File: src/rtl/serial_link_physical_rx_os.sv
// serial_link_physical_rx_os: oversampling receive PHY for the serial link.
// The forwarded clock and data lanes are synchronized into clk_i, forwarded-
// clock edges are detected, DDR/SDR half-words are reassembled into words and
// buffered in a small valid/ready FIFO.
// Optional feature macro: SERIAL_LINK_RX_OS_OVF_CNT_EN (16-bit saturating
// dropped-word counter on ovf_cnt_o; tied to zero when undefined).
module serial_link_physical_rx_os #(
    parameter int unsigned NumLanes   = 8,
    parameter int unsigned FifoDepth  = 4,
    parameter int unsigned SyncStages = 2,
    parameter int unsigned IdleCycles = 16,
    parameter bit          EnDdr      = 1'b1,
    localparam int unsigned WordW     = EnDdr ? 2 * NumLanes : NumLanes
) (
    input  logic                clk_i,
    input  logic                rst_i,
    input  logic                rcv_clk_i,
    input  logic [NumLanes-1:0] ddr_i,
    output logic [WordW-1:0]    data_in_o,
    output logic                data_in_valid_o,
    input  logic                data_in_ready_i,
    output logic                overflow_o,
    output logic [15:0]         ovf_cnt_o
);

    localparam int unsigned AddrW = $clog2(FifoDepth);
    localparam int unsigned PtrW  = AddrW + 1;

    typedef logic [WordW-1:0] phy_data_t;

    logic [SyncStages-1:0]               rclk_sync_q;
    logic [SyncStages-1:0][NumLanes-1:0] lane_sync_q;
    logic                                rclk_q;
    logic                                rclk_s;
    logic [NumLanes-1:0]                 lane_s;
    logic                                rise;

    logic      asm_valid;
    phy_data_t asm_data;

    phy_data_t        mem_q [FifoDepth];
    logic [PtrW-1:0]  wr_ptr_q, wr_ptr_d;
    logic [PtrW-1:0]  rd_ptr_q, rd_ptr_d;
    phy_data_t        head_q, head_d;
    logic             valid_q;
    logic             overflow_q;
    logic             full;
    logic             push;
    logic             pop;
    logic             drop;

    // Identical synchronizer chains keep clock and lanes aligned, plus one
    // extra flop on the clock for edge detection.
    always_ff @(posedge clk_i) begin
        if (rst_i) begin
            rclk_sync_q <= '0;
            lane_sync_q <= '0;
            rclk_q      <= 1'b0;
        end else begin
            rclk_sync_q <= {rclk_sync_q[SyncStages-2:0], rcv_clk_i};
            lane_sync_q <= {lane_sync_q[SyncStages-2:0], ddr_i};
            rclk_q      <= rclk_sync_q[SyncStages-1];
        end
    end

    assign rclk_s = rclk_sync_q[SyncStages-1];
    assign lane_s = lane_sync_q[SyncStages-1];
    assign rise   = rclk_s & ~rclk_q;

    if (EnDdr) begin : g_ddr
        localparam int unsigned IdleW = $clog2(IdleCycles + 1);

        typedef enum logic {
            LOW_WAIT  = 1'b0,
            HIGH_WAIT = 1'b1
        } state_e;

        state_e              state_q;
        state_e              state_eff;
        logic [NumLanes-1:0] low_q;
        logic [IdleW-1:0]    idle_cnt_q;
        logic                fall;
        logic                idle_hit;

        assign fall     = ~rclk_s & rclk_q;
        assign idle_hit = (idle_cnt_q == IdleW'(IdleCycles));
        // A timed-out link behaves as if the FSM were already back in LOW_WAIT.
        assign state_eff = idle_hit ? LOW_WAIT : state_q;

        // Idle counter: cleared by any edge, saturates at IdleCycles.
        always_ff @(posedge clk_i) begin
            if (rst_i) begin
                idle_cnt_q <= '0;
            end else if (rise | fall) begin
                idle_cnt_q <= '0;
            end else if (!idle_hit) begin
                idle_cnt_q <= idle_cnt_q + IdleW'(1);
            end
        end

        // Half-word assembly FSM: low half on the fall, word completes on the rise.
        always_ff @(posedge clk_i) begin
            if (rst_i) begin
                state_q <= LOW_WAIT;
                low_q   <= '0;
            end else begin
                case (state_eff)
                    LOW_WAIT: begin
                        if (fall) begin
                            low_q   <= lane_s;
                            state_q <= HIGH_WAIT;
                        end else if (idle_hit) begin
                            low_q   <= '0;
                            state_q <= LOW_WAIT;
                        end
                    end
                    HIGH_WAIT: begin
                        if (rise) begin
                            state_q <= LOW_WAIT;
                        end
                    end
                    default: state_q <= LOW_WAIT;
                endcase
            end
        end

        assign asm_valid = rise & (state_eff == HIGH_WAIT);
        assign asm_data  = {lane_s, low_q};
    end else begin : g_sdr
        assign asm_valid = rise;
        assign asm_data  = lane_s;
    end

    // FIFO control: a pop frees the slot a same-cycle push needs when full.
    always_comb begin
        full = (wr_ptr_q[AddrW] != rd_ptr_q[AddrW]) &&
               (wr_ptr_q[AddrW-1:0] == rd_ptr_q[AddrW-1:0]);
        pop      = valid_q & data_in_ready_i;
        push     = asm_valid & (~full | pop);
        drop     = asm_valid & full & ~pop;
        wr_ptr_d = wr_ptr_q + PtrW'(push);
        rd_ptr_d = rd_ptr_q + PtrW'(pop);
        head_d   = mem_q[rd_ptr_d[AddrW-1:0]];
        if (push && (wr_ptr_q[AddrW-1:0] == rd_ptr_d[AddrW-1:0])) begin
            head_d = asm_data;
        end
    end

    // FIFO storage, written only on an accepted push.
    always_ff @(posedge clk_i) begin
        if (push) begin
            mem_q[wr_ptr_q[AddrW-1:0]] <= asm_data;
        end
    end

    // Pointers, registered head word/valid and sticky overflow flag.
    always_ff @(posedge clk_i) begin
        if (rst_i) begin
            wr_ptr_q   <= '0;
            rd_ptr_q   <= '0;
            head_q     <= '0;
            valid_q    <= 1'b0;
            overflow_q <= 1'b0;
        end else begin
            wr_ptr_q   <= wr_ptr_d;
            rd_ptr_q   <= rd_ptr_d;
            head_q     <= head_d;
            valid_q    <= (wr_ptr_d != rd_ptr_d);
            overflow_q <= overflow_q | drop;
        end
    end

    assign data_in_o       = head_q;
    assign data_in_valid_o = valid_q;
    assign overflow_o      = overflow_q;

`ifdef SERIAL_LINK_RX_OS_OVF_CNT_EN
    logic [15:0] ovf_cnt_q;

    // Saturating count of dropped words.
    always_ff @(posedge clk_i) begin
        if (rst_i) begin
            ovf_cnt_q <= '0;
        end else if (drop && (ovf_cnt_q != 16'hFFFF)) begin
            ovf_cnt_q <= ovf_cnt_q + 16'd1;
        end
    end

    assign ovf_cnt_o = ovf_cnt_q;
`else
    assign ovf_cnt_o = '0;
`endif

endmodule
File: config.mk
export PLATFORM = sky130hd
export DESIGN_NAME = serial_link_physical_rx_os
export DESIGN_NICKNAME = d
export VERILOG_FILES = /design/src/rtl/serial_link_physical_rx_os.sv
export SDC_FILE = /design/constraint.sdc
export NUM_CORES = 1
export LEC_CHECK = 0
export ABC_AREA = 1
export CAP_MARGIN = 5
export CORE_MARGIN = 3
export CORE_UTILIZATION = 50
export CTS_BUF_LIST = sky130_fd_sc_hd__clkbuf_2
export DETAILED_ROUTE_END_ITERATION = 16
export GPL_TIMING_DRIVEN = 0
export HOLD_SLACK_MARGIN = 0.12
export PLACE_DENSITY = 0.71
export SYNTH_ARGS = -nofsm -noshare
export SYNTH_HDL_FRONTEND = slang
export SYNTH_SLANG_ARGS = --single-unit
File: constraint.sdc
create_clock -name clk_i -period 5 [get_ports clk_i]
set_input_delay 0.5 -clock clk_i [delete_from_list [all_inputs] [get_ports clk_i]]
set_output_delay 0.5 -clock clk_i [all_outputs]
set_load 0.005 [all_outputs]
# Yosys cells after proc, flatten, opt, wreduce, memory -nomap -nowiden
# Memories as Yosys holds them, arrays and structs flattened. A register that Yosys moved wholly into a read port is not among the register bits.
# Index checks and enable logic that the tools add are counted.
# classes
n_addsub,3
n_eq_ne,5
n_mux,8
bitwise_logic,15
n_reduce_logical,4
# op_table
cell,count
$mux 8,2
$and 1x1->1,7
$add 3x1->3,2
$add 5x1->5 const B,1
$eq 5x5->1 const B,1
$mux 1,5
$not 1->1,5
$ne 3x3->1,1
$or 1x1->1,3
$eq 2x2->1,1
$ne 2x2->1 const B,1
$pmux 1 s2,1
$reduce_and 2->1,1
$reduce_bool 2->1,1
$reduce_or 2->1,1
$logic_and 1x1->1,1
$ne 1x1->1,1
# word_totals
regBits,41
ram_bits,64
input_bits,12
out_inout_bits,34
word_cells,47
n_memories,1
# memory_table
name,depth,word_bits,read_ports,rd_clocked_by_memory_dff,write_ports,line_no,rtl
mem_q,4,16,1,1,1,41,phy_data_t mem_q [FifoDepth];

# Longest topological paths before layout
# Gate-level depths: netlist of run 1.
# logic_depth
word_depth,7
ltp_mapped,15
mapped_depth_nobuf,15

# Worst setup path after synthesis of run 1
# Ideal clock, no wire load.
# synth_timing
kind,reg2reg
start,register g_ddr.idle_cnt_q[0]
end,"memory mem_q[2][0] (netlist bit), enable pin"
setup_time_ns,0.409
arrival_time_ns,2.253
required_time_ns,4.591
path_slack_ns,2.338
stages_incl_launch_ff,10
path_buffers,0
period_less_slack_ns,2.662
path_cell_list,dfxtp_1 > inv_1 > ha_1 > nand2_1 > inv_1 > nand2_2 > nand2_4 > nor2_8 > nand2_1 > nor3_1
# synth_between
elab_chain_len,6
# synth_rtl
element,line_no,rtl
start: declaration,81,logic [IdleW-1:0] idle_cnt_q;
start signal: assignment,97,idle_cnt_q <= idle_cnt_q + IdleW'(1);
$eq 5x5->1,86,assign idle_hit = (idle_cnt_q == IdleW'(IdleCycles));
$mux 1,n/a,
$and 1x1->1,127,assign asm_valid = rise & (state_eff == HIGH_WAIT);
$and 1x1->1,139,push = asm_valid & (~full | pop);
$mux 1,151,if (push) begin
$mux 1 (not written as such),152,mem_q[wr_ptr_q[AddrW-1:0]] <= asm_data;
end: declaration,41,
# Every way passes these cells.

# Worst setup path in the final report of run 1
# layout_timing
start,register g_ddr.idle_cnt_q[0]
end,"memory mem_q[3][14] (netlist bit), enable pin"
# The elaborated chain is that of the path after synthesis.

==> results of run 1 <==
==> flip-flops by register name, summed over array words and instances, names as in the netlist, 2 cells and up <==
signal	flops
mem_q	64
data_in_o	16
g_ddr.low_q	8
lane_s	8
lane_sync_q	8
g_ddr.idle_cnt_q	5
rd_ptr_q	3
wr_ptr_q	3
rclk_sync_q	2
==> per-stage QoR <==
stage               utilization, %  power (mW)  hold WS [ps]
global route                  60.3        1.78           265
floorplan                        -        1.13           388
detailed placement            57.9        1.17           392
finish                        60.3        1.71           358
global placement              57.2        1.16           389
CTS                           60.3        1.72           277
==> critical path: cells and delay by family, from the launching register on <==
family | cells | cell delay [ps]
and+or+nand+nor | 6 | 1320
buffers and inverters | 3 | 390
adders and majority gates | 1 | 200
DFF | 1 | 410
==> placed cells by master, fill, tap and decap left out, types with 11 or more instances in the layout <==
cell type | synthesis | routed
buf_2 | 11 | 11
nand2_1 | 50 | 50
nor2_1 | 107 | 107
clkdlybuf4s50_1 | 0 | 28
edfxtp_1 | 64 | 64
buf_4 | 16 | 17
conb_1 | 1 | 16
dfxtp_1 | 57 | 57
inv_1 | 57 | 57
o21ai_0 | 39 | 39
clkbuf_2 | 0 | 21
==> kinds of logic (layout without fill, tap and decap cells) <==
group / after synthesis / count (layout) / share of synthesized area, %
AND/OR/NAND/NOR: 184 / 184 / 16.0
AO/OA/AOI/OAI: 70 / 70 / 7.84
XOR/XNOR: 7 / 7 / 1.27
flip-flops: 121 / 121 / 63.3
adder cells (fa/ha/maj): 8 / 8 / 2.07
buffers and inverters: 98 / 163 / 9.44
other: 1 / 16 / 0.0775
==> power by group <==
part	internal, mW	switching [mW]	leakage, nW
Sequential	1.05	0.00998	1.06
Combinational	0.0391	0.0412	1.23
Clock	0.229	0.333	0.141
Total	1.32	0.384	2.43
==> final cells by class <==
class	instances	area, um^2
Timing Repair Buffer	33	335
Inverter	62	233
Buffer	36	224
Tap cell	129	161
Clock inverter	11	108
Sequential cell	121	3060
Clock buffer	21	105
Fill cell	794	3700
Multi-Input combinational cell	285	1390
==> worst paths after layout <==
kind                         end                start  cells after the start
hold reg to reg        lane_s[6]       lane_sync_q[6]                      2
setup / recovery    mem_q[3][14]  g_ddr.idle_cnt_q[0]                     10
setup reg to reg    mem_q[3][14]  g_ddr.idle_cnt_q[0]                     10
hold / removal    lane_sync_q[5]             ddr_i[5]                      3
==> repair_timing <==
action	4_1_cts	5_1_grt
endpoints found under the setup margin	0	0
hold endpoints to repair	5	0
hold buffers	1	0
==> routing by layer <==
metal | wire length [um] | vias to the layer above
li1 | - | 1693
met1 | 4060 | 1528
met2 | 4920 | 126
met3 | 603 | 19
met4 | 174 | 0
met5 | 0 | -
==> impl_results.md, run 1 <==
* Status: complete, no violations
* Die area at 10,900 um^2
* Share of post-route cells with drive strength above 1 at 13.7%
* Row Count at 35
* CP Data Required Time at 5340 ps
* Top Usage Layer GRT: met2
* GRT met2 Usage at 32.1%
* Pwr dens at 304 nW/um^2
* Non-Filler Instances at 698
* First-pass GRT wire length at 15,900 um
* Synth area leader: edfxtp_1
* CP arrival at 2950 ps
* Mapped Area at 4840 um^2
* Count of cell types in the netlist at 32
* Sequential fraction of the synthesis area at 63.3%
* Clock root buffer: clkbuf_2
* TritonCTS clock tree: built
* Kind of critical path: flop to flop
* Most frequent cell after synthesis: nor2_1
* Cells resized by post-CTS repair at 0
* Leak at 2.43 nW
* Crit. End Element: flop
* GR Util met3 at 5.83%
* Peak supply drop at 0.000169 V
* I/O pin total at 46
* Dpl cells at 665
* GRT Total Usage at 19.0%
* CP Cell Sequence: inv_1 -> ha_1 -> nand2_1 -> inv_1 -> nand2_2 -> nand2_4 -> nor2_8 -> nand2_1 -> nor3_2 -> buf_6
* Max Fclk at 383 MHz
* Tcrit/Tclk final at 52.2%
* Final instance area at 5620 um^2
* Largest net degree at the start of global routing at 17
* Die Y at 104 um
* Placed Area at 5400 um^2
* Crit start category: flop
* Synth top cells by count: nor2_1, edfxtp_1, dfxtp_1, inv_1, nand2_1
* Max stage delay on crit path at 710 ps
* Final Critical Period at 2610 ps
* Final WL at 9760 um
* Area Growth Syn to Fin at 16.2%
* CP max stage cell: nor3_2
* Vias in the first global route at 3,188
* Hold Fails Final Rpt at 0
* Die width at 104 um
* Vias/cell at 4.82
* Syn Area/Cell at 9.89 um^2
* Synth top area cells: edfxtp_1, dfxtp_1, nor2_1, inv_1, o21ai_0
* RSZ-0062 raised after global routing: no
* Initial antenna violation count at 0
* Pins Over Slew Limit at 0
* Final WS setup at 2390 ps
* M1 GR Usage at 22.7%
* FFs w/ async S/R, synth at 0%
* Clock skew at 32.6 ps
* Setup Fix Bufs, Post-CTS at 0
* Deepest clock path buffer count at 2
* EDFF count, synth at 64
* Flops & latches, synth at 121
* H-Tree Depth at 4
* Prevailing post-synth register cell: edfxtp_1
* Detailed Routing Iterations Pass 1 at 5
* # setup viols final at 0
* CTS buffer count at 17
* Nets at 576
* Final ANT Viol Nets at 0
* Crit path max fanout at 10
* Worst slew pin tran at 888 ps
* Routed via count at 3,366
* CTS sink cnt at 121
* Worst slack, placed at 2240 ps
* Mean routed wirelength per cell at 14.0 um
* Clk_lat worst skew at 650 ps
* Yosys warns at 0
* Diode count at 0
* Reg-to-reg slack, setup at 2390 ps
* Post-synth top area share at 39.7%
* CORE AREA at 9330 um^2
* Clk slew on worst S/H paths at 160 ps
* Final Wtd Congestion at 0.803
* Number of port buffers at 28
* Starting Density at 51.9%
* Initial DRC count at 206
* Setup_tns at 0 ps
* DRC viols at 0
* Gr ovfl total at 0
* DP HPWL at 6670 um
* Mapped Cells at 489
* Worst Hold Class: primary input to flop
* Max_slew headroom at 40.5%
* Max-cap viol count at 0
Note: power is estimated with default switching activity, not from simulation.
==> run 2: changes to the inputs <==
==> constraint.sdc (replaced) <==
create_clock -name clk_i -period 2.51 [get_ports clk_i]
set_input_delay 0.251 -clock clk_i [delete_from_list [all_inputs] [get_ports clk_i]]
set_output_delay 0.251 -clock clk_i [all_outputs]
set_load 0.005 [all_outputs]
==> run 2 against run 1 <==
Compared with the run above: sequential share of layout area fell by 1.1 points; setup slack worse by 2200 ps; total power rose by 100%; sequential power grew 100%; non-clock buffer count is 9 higher; combinational power increased by 110%; final cell count grew 1.3%; clock skew fell by 1.1 ps; global-route usage grew 0.19 points; routed wire length up 0.31%; via count rose by 0.56%; largest cell class unchanged.
==> impl_results.md, run 2 (synthesis results as in run 1) <==
* Max reg flops at 64 (unchanged)
* Internal power at 2.64 mW (+100%)
* Share of post-route cells with drive strength above 1 at 14.0% (+0.31 points)
* Vias/cell at 4.79 (-0.72%)
* Die width at 104 um (unchanged)
* H-Tree Depth at 4 (unchanged)
* I/O pin total at 46 (unchanged)
* Peak supply drop at 0.000342 V (+100%)
* Detailed Routing Iterations Pass 1 at 5 (unchanged)
* Mean routed wirelength per cell at 13.9 um (-0.97%)
* Seq pwr share at 62.2% (-0.2 points)
* Setup_tns at 0 ps (unchanged)
* Routed via count at 3,385 (+0.56%)
* Tcrit/Tclk final at 91.6% (+39 points)
* Crit. End Element: flop
* GRT Total Usage at 19.2% (+0.19 points)
* Initial antenna violation count at 0 (unchanged)
* Psw at 763 uW (+99%)
* Switching share of power at 22.4% (-0.12 points)
* CTS sink cnt at 121 (unchanged)
* Max-cap viol count at 0 (unchanged)
* Clock power share at 32.7% (-0.2 points)
* Largest net degree at the start of global routing at 17 (unchanged)
* Max Fclk at 435 MHz (+14%)
* CORE AREA at 9330 um^2 (unchanged)
* Logic pwr share at 5.0% (+0.3 points)
* Final WL at 9790 um (+0.31%)
* Deepest clock path buffer count at 2 (unchanged)
* CP arrival at 2640 ps (-310 ps)
* Most frequent cells in the layout: nor2_1, edfxtp_1, inv_1
* Die Y at 104 um (unchanged)
* Initial DRC count at 229 (+11%)
* RSZ-0062 raised after global routing: no
* First-pass GRT wire length at 16,100 um (+1.3%)
* Clock root buffer: clkbuf_2
* Commonest non-fill, non-tap cell in the layout: nor2_1
* Worst slew pin tran at 594 ps (-294 ps)
* Clk_lat worst skew at 640 ps (about the same)
* WHS at 410 ps (+52.0 ps)
* Row Count at 35 (unchanged)
* Kind of critical path: flop to flop
* Pins Over Slew Limit at 0 (unchanged)
* Final Wtd Congestion at 0.803 (unchanged)
* Status: complete, no violations
* Worst Hold Class: flop to flop
* Final ANT Viol Nets at 0 (unchanged)
* Pwr dens at 593 nW/um^2 (+95%)
* # setup viols final at 0 (unchanged)
* Starting Density at 51.9% (unchanged)
* Number of port buffers at 28 (unchanged)
* DP HPWL at 6670 um (unchanged)
* Diode count at 0 (unchanged)
* Leak at 2.48 nW (+2.1%)
* Area Growth Syn to Fin at 18.8%
* DRC viols at 0 (unchanged)
* TritonCTS clock tree: built
* Hold Fails Final Rpt at 0 (unchanged)
* Nets at 585 (+1.6%)
* CP Data Required Time at 2850 ps (-2490 ps)
* Gr ovfl total at 0 (unchanged)
* Clock skew at 31.5 ps (-1.15 ps)
* Vias in the first global route at 3,272 (+2.6%)
* Final Critical Period at 2300 ps (-313 ps)
* CTS buffer count at 17 (unchanged)
* Crit path max fanout at 10 (unchanged)
* Die area at 10,900 um^2 (unchanged)
* Max_slew headroom at 60.4% (+20 points)
* Clk slew on worst S/H paths at 150 ps (about the same)
* Crit start category: flop
run 2: cell types whose count changed in the layout (fill, tap and decap cells not counted), sizes merged:
| cell | previous run | this run |
|---|---|---|
| dlygate4sd3 | 1 | 10 |
run 2: final timing paths:
| check | to | from | cells past startpoint | slack [ps] |
|---|---|---|---|---|
| setup / recovery | mem_q[3][14] | g_ddr.idle_cnt_q[0] | 10 | 210 |
| setup reg to reg | mem_q[3][14] | g_ddr.idle_cnt_q[0] | 10 | 210 |
| hold / removal | lane_s[6] | lane_sync_q[6] | 2 | 410 |
| hold reg to reg | lane_s[6] | lane_sync_q[6] | 2 | 410 |
run 2: power by group through the flow:
stage                     Clock, mW  Sequential, mW  Combinational, mW
after floorplan                   0            2.16             0.0974
after global placement            0            2.16              0.155
after detailed placement          0            2.16              0.159
after CTS                      1.15            2.12              0.171
after global routing           1.24            2.13              0.194
final                          1.12            2.12              0.171
run 2: repair_timing:
item                       in CTS  in global routing
hold endpoints to repair       23                  0
setup endpoints to repair      20                 55
hold buffers                   10                  0
resized for setup               0                  8
setup buffers                   0                  0
run 2: worst max-delay path: stages, from the launching register on:
cell     delay [ps]
dfxtp_1         410
inv_1            80
ha_1            200
nand2_1          60
inv_1            40
nand2_2          70
nand2_4         110
nor2_8          200
nand2_4         130
nor3_4          460
buf_6           250
run 2: routing by layer:
| metal | global-route usage, % | vias to the layer above | wire length, um |
|---|---|---|---|
| met5 | 0 | - | 0 |
| met4 | 7.60 | 0 | 141 |
| met3 | 5.83 | 17 | 478 |
| met2 | 32.7 | 109 | 5020 |
| met1 | 22.7 | 1549 | 4160 |
| li1 | - | 1710 | - |
run 2: layout make-up:
type                            instances  area, um^2
Buffer                                 36         224
Clock buffer                           21         105
Sequential cell                       121        3070
Fill cell                             780        3580
Timing Repair Buffer                   42         425
Inverter                               62         233
Tap cell                              129         161
Clock inverter                         11         108
Multi-Input combinational cell        285        1430
run 2: stage by stage:
step                      total power [mW]  cells  utilization, %  setup WS [ps]  area [um^2]
after global routing                  3.56    707            61.6           8.18         5750
final                                 3.41    707            61.6            212         5750
after detailed placement              2.32    665            57.9          -76.2         5400
after floorplan                       2.26    504               -           -152         4890
after CTS                             3.45    707            61.2           -133         5710
after global placement                2.32    661            57.2          -1170         5340
